==> config.mk <==
export PLATFORM = sky130hd
export DESIGN_NAME = sobel_stream
export DESIGN_NICKNAME = d
export VERILOG_FILES = /design/src/rtl/sobel_pkg.sv /design/src/rtl/sobel_line_buffer.sv /design/src/rtl/sobel_stream.sv
export SDC_FILE = /design/constraint.sdc
export NUM_CORES = 2
export LEC_CHECK = 0
export CAP_MARGIN = 10
export CELL_PAD_IN_SITES_DETAIL_PLACEMENT = 1
export CELL_PAD_IN_SITES_GLOBAL_PLACEMENT = 1
export CORE_MARGIN = 4
export CORE_UTILIZATION = 60
export DETAILED_ROUTE_END_ITERATION = 16
export HOLD_SLACK_MARGIN = 0.08
export PLACE_DENSITY = 0.81
export SLEW_MARGIN = 0
export SYNTH_ARGS = -nofsm -noshare
export SYNTH_HDL_FRONTEND = slang
export SYNTH_HIERARCHICAL = 1
export SYNTH_SLANG_ARGS = --single-unit
==> constraint.sdc <==
create_clock -name clk -period 17.9 [get_ports clk]
set_clock_uncertainty 0.1 [all_clocks]
set_input_delay 2.685 -clock clk [delete_from_list [all_inputs] [get_ports clk]]
set_output_delay 2.685 -clock clk [all_outputs]
set_load 0.02 [all_outputs]
==> src/rtl/sobel_pkg.sv <==
// Shared constants for the streaming Sobel filter.
// Output modes, FSM state codes and kernel width helper.
package sobel_pkg;

  localparam int MODE_MAG = 0;
  localparam int MODE_GX  = 1;
  localparam int MODE_GY  = 2;
  localparam int MODE_THR = 3;

  localparam logic [1:0] FILL  = 2'd0;
  localparam logic [1:0] RUN   = 2'd1;
  localparam logic [1:0] FLUSH = 2'd2;

  function automatic int ksum_w(input int pw);
    return pw + 3;
  endfunction

endpackage

==> src/rtl/sobel_line_buffer.sv <==
// One image row of delay, advancing only on accepted pixels.
// Storage is never cleared; only the pointer resets.
module sobel_line_buffer
  import sobel_pkg::*;
#(
  parameter int PIX_W = 8,
  parameter int DEPTH = 100
) (
  input  logic             clk,
  input  logic             rst,
  input  logic             en,
  input  logic [PIX_W-1:0] din,
  output logic [PIX_W-1:0] dout
);

  localparam int AW = $clog2(DEPTH);

  logic [PIX_W-1:0] mem [DEPTH];
  logic [AW-1:0]    ptr;

  assign dout = mem[ptr];

  always_ff @(posedge clk) begin
    if (rst)
      ptr <= '0;
    else if (en)
      ptr <= (ptr == AW'(DEPTH - 1)) ? '0 : ptr + AW'(1);
  end

  always_ff @(posedge clk) begin
    if (en)
      mem[ptr] <= din;
  end

endmodule

==> src/rtl/sobel_stream.sv <==
// Streaming 3x3 Sobel filter, one result per input pixel.
// Window column = {row r-1, row r, row r+1} from two cascaded line buffers.
module sobel_stream
  import sobel_pkg::*;
#(
  parameter int PIX_W  = 8,
  parameter int IMG_W  = 100,
  parameter int IMG_H  = 100,
  parameter int OUT_W  = 32,
  parameter int MODE   = 0,
  parameter int THRESH = 128
) (
  input  logic                    clk,
  input  logic                    rst,
  input  logic                    s_valid,
  output logic                    s_ready,
  input  logic [PIX_W-1:0]        s_data,
  output logic                    m_valid,
  input  logic                    m_ready,
  output logic signed [OUT_W-1:0] m_data,
  output logic                    m_last
);

  localparam int KW = ksum_w(PIX_W);
  localparam int MW = KW + 1;
  localparam int CW = $clog2(IMG_W);
  localparam int RW = $clog2(IMG_H);

  function automatic logic signed [KW-1:0] ext(input logic [PIX_W-1:0] v);
    return $signed({3'b000, v});
  endfunction

  logic [1:0]       state;
  logic [CW-1:0]    in_c, out_c;
  logic [RW-1:0]    in_r, out_r;
  logic [PIX_W-1:0] lb0, lb1;
  logic [PIX_W-1:0] p [3][3];
  logic [PIX_W-1:0] w [3][3];

  logic accept, load, load_run, load_flush;
  logic in_last, in_fill_done, out_last, border;
  logic signed [KW-1:0]    gx, gy;
  logic [KW-1:0]           ax, ay;
  logic [MW-1:0]           mag;
  logic signed [OUT_W-1:0] res;

  always_comb begin
    s_ready = 1'b0;
    unique case (state)
      FILL:    s_ready = 1'b1;
      RUN:     s_ready = !m_valid || m_ready;
      default: s_ready = 1'b0;
    endcase
  end

  assign accept = s_valid && s_ready;

  sobel_line_buffer #(.PIX_W(PIX_W), .DEPTH(IMG_W)) u_lb0 (
    .clk(clk), .rst(rst), .en(accept), .din(s_data), .dout(lb0)
  );

  sobel_line_buffer #(.PIX_W(PIX_W), .DEPTH(IMG_W)) u_lb1 (
    .clk(clk), .rst(rst), .en(accept), .din(lb0), .dout(lb1)
  );

  // Window as it will look after this accept; results register on the same edge.
  always_comb begin
    for (int i = 0; i < 3; i++) begin
      w[i][0] = p[i][1];
      w[i][1] = p[i][2];
    end
    w[0][2] = lb1;
    w[1][2] = lb0;
    w[2][2] = s_data;
  end

  always_ff @(posedge clk) begin
    if (accept)
      p <= w;
  end

  assign gx = (ext(w[0][2]) + (ext(w[1][2]) <<< 1) + ext(w[2][2]))
            - (ext(w[0][0]) + (ext(w[1][0]) <<< 1) + ext(w[2][0]));
  assign gy = (ext(w[2][0]) + (ext(w[2][1]) <<< 1) + ext(w[2][2]))
            - (ext(w[0][0]) + (ext(w[0][1]) <<< 1) + ext(w[0][2]));

  assign ax  = gx[KW-1] ? KW'(-gx) : KW'(gx);
  assign ay  = gy[KW-1] ? KW'(-gy) : KW'(gy);
  assign mag = MW'(ax) + MW'(ay);

  assign border = (out_r == '0) || (out_r == RW'(IMG_H - 1))
               || (out_c == '0) || (out_c == CW'(IMG_W - 1));

  always_comb begin
    res = '0;
    if (!border) begin
      case (MODE)
        MODE_GX:  res = OUT_W'(gx);
        MODE_GY:  res = OUT_W'(gy);
        MODE_THR: res = (32'(mag) >= 32'(THRESH)) ? OUT_W'({PIX_W{1'b1}}) : '0;
        default:  res = OUT_W'(mag);
      endcase
    end
  end

  assign in_last      = (in_r == RW'(IMG_H - 1)) && (in_c == CW'(IMG_W - 1));
  assign in_fill_done = (in_r == RW'(1)) && (in_c == '0);
  assign out_last     = (out_r == RW'(IMG_H - 1)) && (out_c == CW'(IMG_W - 1));

  assign load_run   = accept && (state == RUN);
  assign load_flush = (state == FLUSH) && (!m_valid || m_ready)
                   && !(m_valid && m_last);
  assign load       = load_run || load_flush;

  always_ff @(posedge clk) begin
    if (rst) begin
      state   <= FILL;
      in_c    <= '0;
      in_r    <= '0;
      out_c   <= '0;
      out_r   <= '0;
      m_valid <= 1'b0;
      m_data  <= '0;
      m_last  <= 1'b0;
    end else begin
      if (accept) begin
        if (in_c == CW'(IMG_W - 1)) begin
          in_c <= '0;
          in_r <= (in_r == RW'(IMG_H - 1)) ? '0 : in_r + RW'(1);
        end else begin
          in_c <= in_c + CW'(1);
        end
      end
      if (load) begin
        m_valid <= 1'b1;
        m_data  <= load_flush ? '0 : res;
        m_last  <= out_last;
        if (out_c == CW'(IMG_W - 1)) begin
          out_c <= '0;
          out_r <= (out_r == RW'(IMG_H - 1)) ? '0 : out_r + RW'(1);
        end else begin
          out_c <= out_c + CW'(1);
        end
      end else if (m_ready) begin
        m_valid <= 1'b0;
        m_last  <= 1'b0;
      end
      unique case (state)
        FILL:    if (accept && in_fill_done) state <= RUN;
        RUN:     if (accept && in_last) state <= FLUSH;
        FLUSH:   if (m_valid && m_ready && m_last) state <= FILL;
        default: state <= FILL;
      endcase
    end
  end

endmodule

# Word-level counts from Yosys, hierarchy flattened
# Memories as Yosys holds them, arrays and structs flattened. A register that Yosys moved wholly into a read port is not among the register bits.
# Cells that the tools add are included.
# totals
out_inout_bits	35
input_bits	12
latch_bits	0
mem_bits_ro	0
regBits	126
word_cells	100
n_memories	2
ramBits	1600
# op_classes
n_addsub	19
eq_ne	12
multipliers	0
n_reduce_logical	27
shift	0
bitwise_logic	0
magnitude_cmp	0
muxes	24
div_mod_pow	0
# mem_list
memory	depth	word_bits	rd	rd_ports_with_merged_regs	wr	line_no	source
u_lb0.mem	100	8	1	1	1	sobel_line_buffer.sv:18	logic [PIX_W-1:0] mem [DEPTH];
u_lb1.mem	100	8	1	1	1	sobel_line_buffer.sv:18	
# ops
op	count
$mux W7	10
$add A10 B8 Y11	4
$add A7 B1 Y7 const B	6
$eq A7 B7 Y1 const B	6
$add A8 B9 Y10	4
$mux W32	1
$mux W11	2
$neg A11 Y11	2
$sub A11 B11 Y11	2
$logic_not A7 Y1	3
$add A11 B11 Y12	1
$logic_and A1 B1 Y1	12
$mux W12	1
$eq A7 B1 Y1 const B	1
$mux W2	3
$pmux W2 S3	1
$logic_or A1 B1 Y1	5
$mux W1	5
$ne A2 B1 Y1 const B	2
$reduce_and A2 Y1	2
$reduce_and A3 Y1	1
$eq A2 B1 Y1 const B	1
$eq A2 B2 Y1 const B	1
$logic_not A1 Y1	2
other kinds (4)	4

# Depth between registers and ports, before layout
# logic_depth
ltp_word	8
depth_mapped	31
ltp_nobuf	28

# Modules after synthesis
# Netlist, hierarchy kept.
# by_module_without_submodules
mod	area_per_inst_um2	cells_each	seq_area_each_um2	n_inst
sobel_line_buffer	31504.0	1440	24303.3	2
sobel_stream	6957.9	694	2322.2	1

# Least setup slack after synthesis
# Ideal clock, no wire load.
# synth_path
path_kind	reg2reg
from	register (tool-made name)
to	register m_data[10]
setup_ns	0.117
arrival_time_ns	10.641
slack_ns	7.042
synth_period_minus_slack_ns	10.858
n_path_buf	3
required_time_ns	17.683
stages_incl_launch_ff	27
cell_sequence	dfxtp_1 > buf_2 > buf_4 > clkbuf_1 > mux4_2 > mux4_2 > mux2i_1 > o311ai_1 > fa_1 > fa_1 > inv_1 > fa_1 > inv_1 > ha_1 > a211oi_2 > o31ai_2 > a32oi_2 > or4b_1 > nand2_1 > xnor2_1 > ha_1 > a21oi_1 > nor2b_1 > nand2b_1 > o21ai_0 > xnor2_1 > a22o_1
# synth_rtl
element	line_no	source
end signal: assignment	sobel_stream.sv:136	m_data <= load_flush ? '0 : res;
end: declaration	sobel_stream.sv:20	output logic signed [OUT_W-1:0] m_data,

==> out/summary.txt <==
HP Class: flop to flop
Setup violators final: 0
Antenna Nets Post-Route: 0
FF-to-FF End: m_data[10]
Worst hold path cell count: 0
Number of port buffers: 26
Later-pin clock latency in the skew report: 0.79 ns
WL/cell: 35.0 um
Cell taking the most area after synthesis: edfxtp_1
Mapped cell area: 70000 um2
Reg2reg path depth: 27
CP max FO: 52
Commonest cells post-synth: edfxtp_1 (1648), mux4_2 (440), nor2_1 (290)
First-pass GRT wire length: 275000 um
Post-CTS setup buffers: 0
Pwr/cell area: 142 nW/um2
Synth Area in Adders: 0.0264
Total CTS buffers: 168
Register-to-register setup slack: 7.67 ns
Placed wire-length estimate: 109000 um
Worst Path Required: 18.47 ns
Die Height: 349 um
Drt first-iter violations: 4524
Xor/xnor share of the synthesized area: 0.00776
Max H-tree Level: 4
Synth Area in Compound Gates: 0.0270
Hold Path End: p[32]
Crit Path Class: flop to flop
IO Pins: 47
Vias: 36600
Yosys cell types: 81
Total core area: 116000 um2
Count leader, synth: edfxtp_1
Final Max Slew Viols: 0
Max_cap viols: 0
Layout cells sized above 1: 0.209
Status: complete, no violations
Die area: 122000 um2
Vias in the first global route: 38700
Gpl congestion: 0.875
Largest family of logic cells by synthesized area: multiplexers
Die W: 349 um
Fmax: 97.8 MHz
Leak Pwr: 0.0244 uW
Reg clk slew, reported paths: 0.07 ns
Initial core utilization: 0.603
Detailed Route WL: 186000 um
Final net count: 3775
Headroom to the max-slew limit: 0.152
Post-Synth Simple-Gate Area: 0.0367
CTS resizes: 0
RSZ-0062 raised after global routing: false
Synth Instances: 3574
Drt first pass iters: 5
CTS Buffer Depth: 3
DR vias/cell: 6.88
Placed instance area: 71700 um2
Post-route minimum period: 10.23 ns
Startpoint types: flop
Grt total ovfl: 0
Setup TNS: 0 ns
Tcrit/Tclk final: 0.571
Main synth FF type: edfxtp_1
Final hold viol count: 0
CTS Hold Buffers Added: 0
Yosys top cell area share: 0.707
Critical Path AT: 10.80 ns
Syn Area/Cell: 19.6 um2
Synth Warn #: 6
CTS tree: done
Clk sinks: 1720
Worst setup EP type: flop
Mux cell area share after synthesis: 0.151
CTS root buffer: clkbuf_16
Gr usage total: 0.312
Max IR drop VDD: 0.313 mV
Least-Margin Pin Slew: 1.27 ns
Cell row count: 125
Hold WS: 0.321 ns
Register area share after synthesis: 0.728
DRC: 0
Non-Filler Instances: 5321
Number of synthesized register bits: 1720
Largest net degree at the start of global routing: 111
Asr flop ratio synth: 0
Post-synth EDFFs: 1648
Antenna violations before repair: 2
Synth-to-Final Area Change: 10.2%
Placed cells: 5005
Synth area leaders: edfxtp_1 (71%), mux4_2 (14%), dfxtp_1 (2.1%), fa_1 (1.8%), nor2_1 (1.6%)
Min-delay src: p[24]
Design area: 77100 um2
-- worst max-delay path, cell delays in order (launching register included) --
cell and delay, ns:
dfxtp_4 0.96, buf_4 0.98, buf_4 0.73, mux4_2 0.38, mux4_2 0.29, nand2_1 0.15
a31o_2 0.35, a21oi_1 0.62, inv_1 0.18, fa_1 0.50, fa_1 0.53, inv_1 0.07
fa_1 0.49, inv_1 0.04, ha_1 0.47, o21ai_1 0.18, o211ai_1 0.28, a31oi_2 0.17
o21ai_0 0.52, nor2_1 0.10, xor2_1 0.18, ha_1 0.39, a211o_1 0.33, a21boi_0 0.28
nor2_1 0.12, o21ai_0 0.26, xnor2_1 0.12, a22o_1 0.23
-- report_power, final --
part | internal (uW) | leakage [uW] | total (uW) | switching [uW]
clock | 1980 | 0.00263 | 3520 | 1540
sequential | 4500 | 0.0154 | 4530 | 30.9
combinational | 1170 | 0.00628 | 2930 | 1760
-- per-layer routing --
metal  track usage  vias to the layer above  wire length (um)
li1              -                    14500                 -
met1         0.414                    19200             66600
met2         0.517                     2356             94000
met3        0.0610                      529             17000
met4         0.129                        2              8520
met5             0                        -                12
-- cells by family after synthesis --
group,Yosys count
other,1
muxes,504
and+or+nand+nor,573
buffers and inverters,337
AOI/OAI and AO/OA,267
xor gates and xnor gates,62
DFF,1720
adders and majority gates,110
-- stage by stage --
step | total power (uW) | util | worst slack, ns
6_report | 11000 | 0.665 | 7.67
5_1_grt | 11500 | 0.665 | 7.06
4_1_cts | 11000 | 0.664 | 7.61
3_5_place_dp | 7490 | 0.618 | 7.86
3_3_place_gp | 7310 | 0.618 | 8.11
2_1_floorplan | 6780 | - | 7.04
-- cells in the final DEF, fill, tap and decap left out, types with 7 or more instances in the layout --
master,count
a221oi_1,13
nor3b_1,7
bufinv_16,15
conb_1,20
a21oi_1,52
clkbuf_1,45
o22ai_1,14
a21o_1,8
a211oi_1,18
clkdlybuf4s50_1,17
and2_1,8
o21a_1,7
o21ai_0,31
nand2_1,110
buf_4,59
fa_1,63
nor2b_1,26
mux2i_1,60
nor2_1,290
a31oi_1,11
nand3_1,34
clkinv_2,30
clkinv_1,30
ha_1,47
edfxtp_1,1648
dfxtp_1,66
nand2b_1,11
nor3_1,28
inv_1,142
a22o_1,8
xnor2_1,38
o211ai_1,8
o31ai_1,8
nand4_1,14
a22oi_1,34
mux4_2,440
xor2_1,24
clkbuf_16,168
and3_1,9
-- flip-flops by register name, indices dropped and copies added, names as in the netlist, named ones only --
| register | cells |
|---|---|
| out_r | 7 |
| u_lb1/ptr | 7 |
| state | 2 |
| u_lb0/ptr | 7 |
| in_r | 7 |
| m_valid | 1 |
| in_c | 7 |
| m_data | 12 |
| u_lb0/mem | 800 |
| u_lb1/mem | 800 |
| m_last | 1 |
| p | 48 |
| out_c | 7 |
-- cell type report --
cell class	count	area [um2]
clock buffers	218	4440
multi-input cells	1536	17600
inverters	145	544
diodes	1	2.50
repair buffers	82	697
flip-flops and latches	1720	51000
fillers	9261	38900
well taps	1524	1910
clock inverters	95	966
-- how the worst max path moves through the flow --
stage,start,cells after the start,end,slack (ns)
floorplan,flop,26,m_data[10],7.04
global placement,flop,29,m_data[10],8.11
detailed placement,flop,28,m_data[10],7.86
CTS,flop,27,m_data[10],7.61
global route,flop,28,m_data[10],7.06
finish,flop,27,m_data[10],7.67
Power figures use the tool's default switching activity.
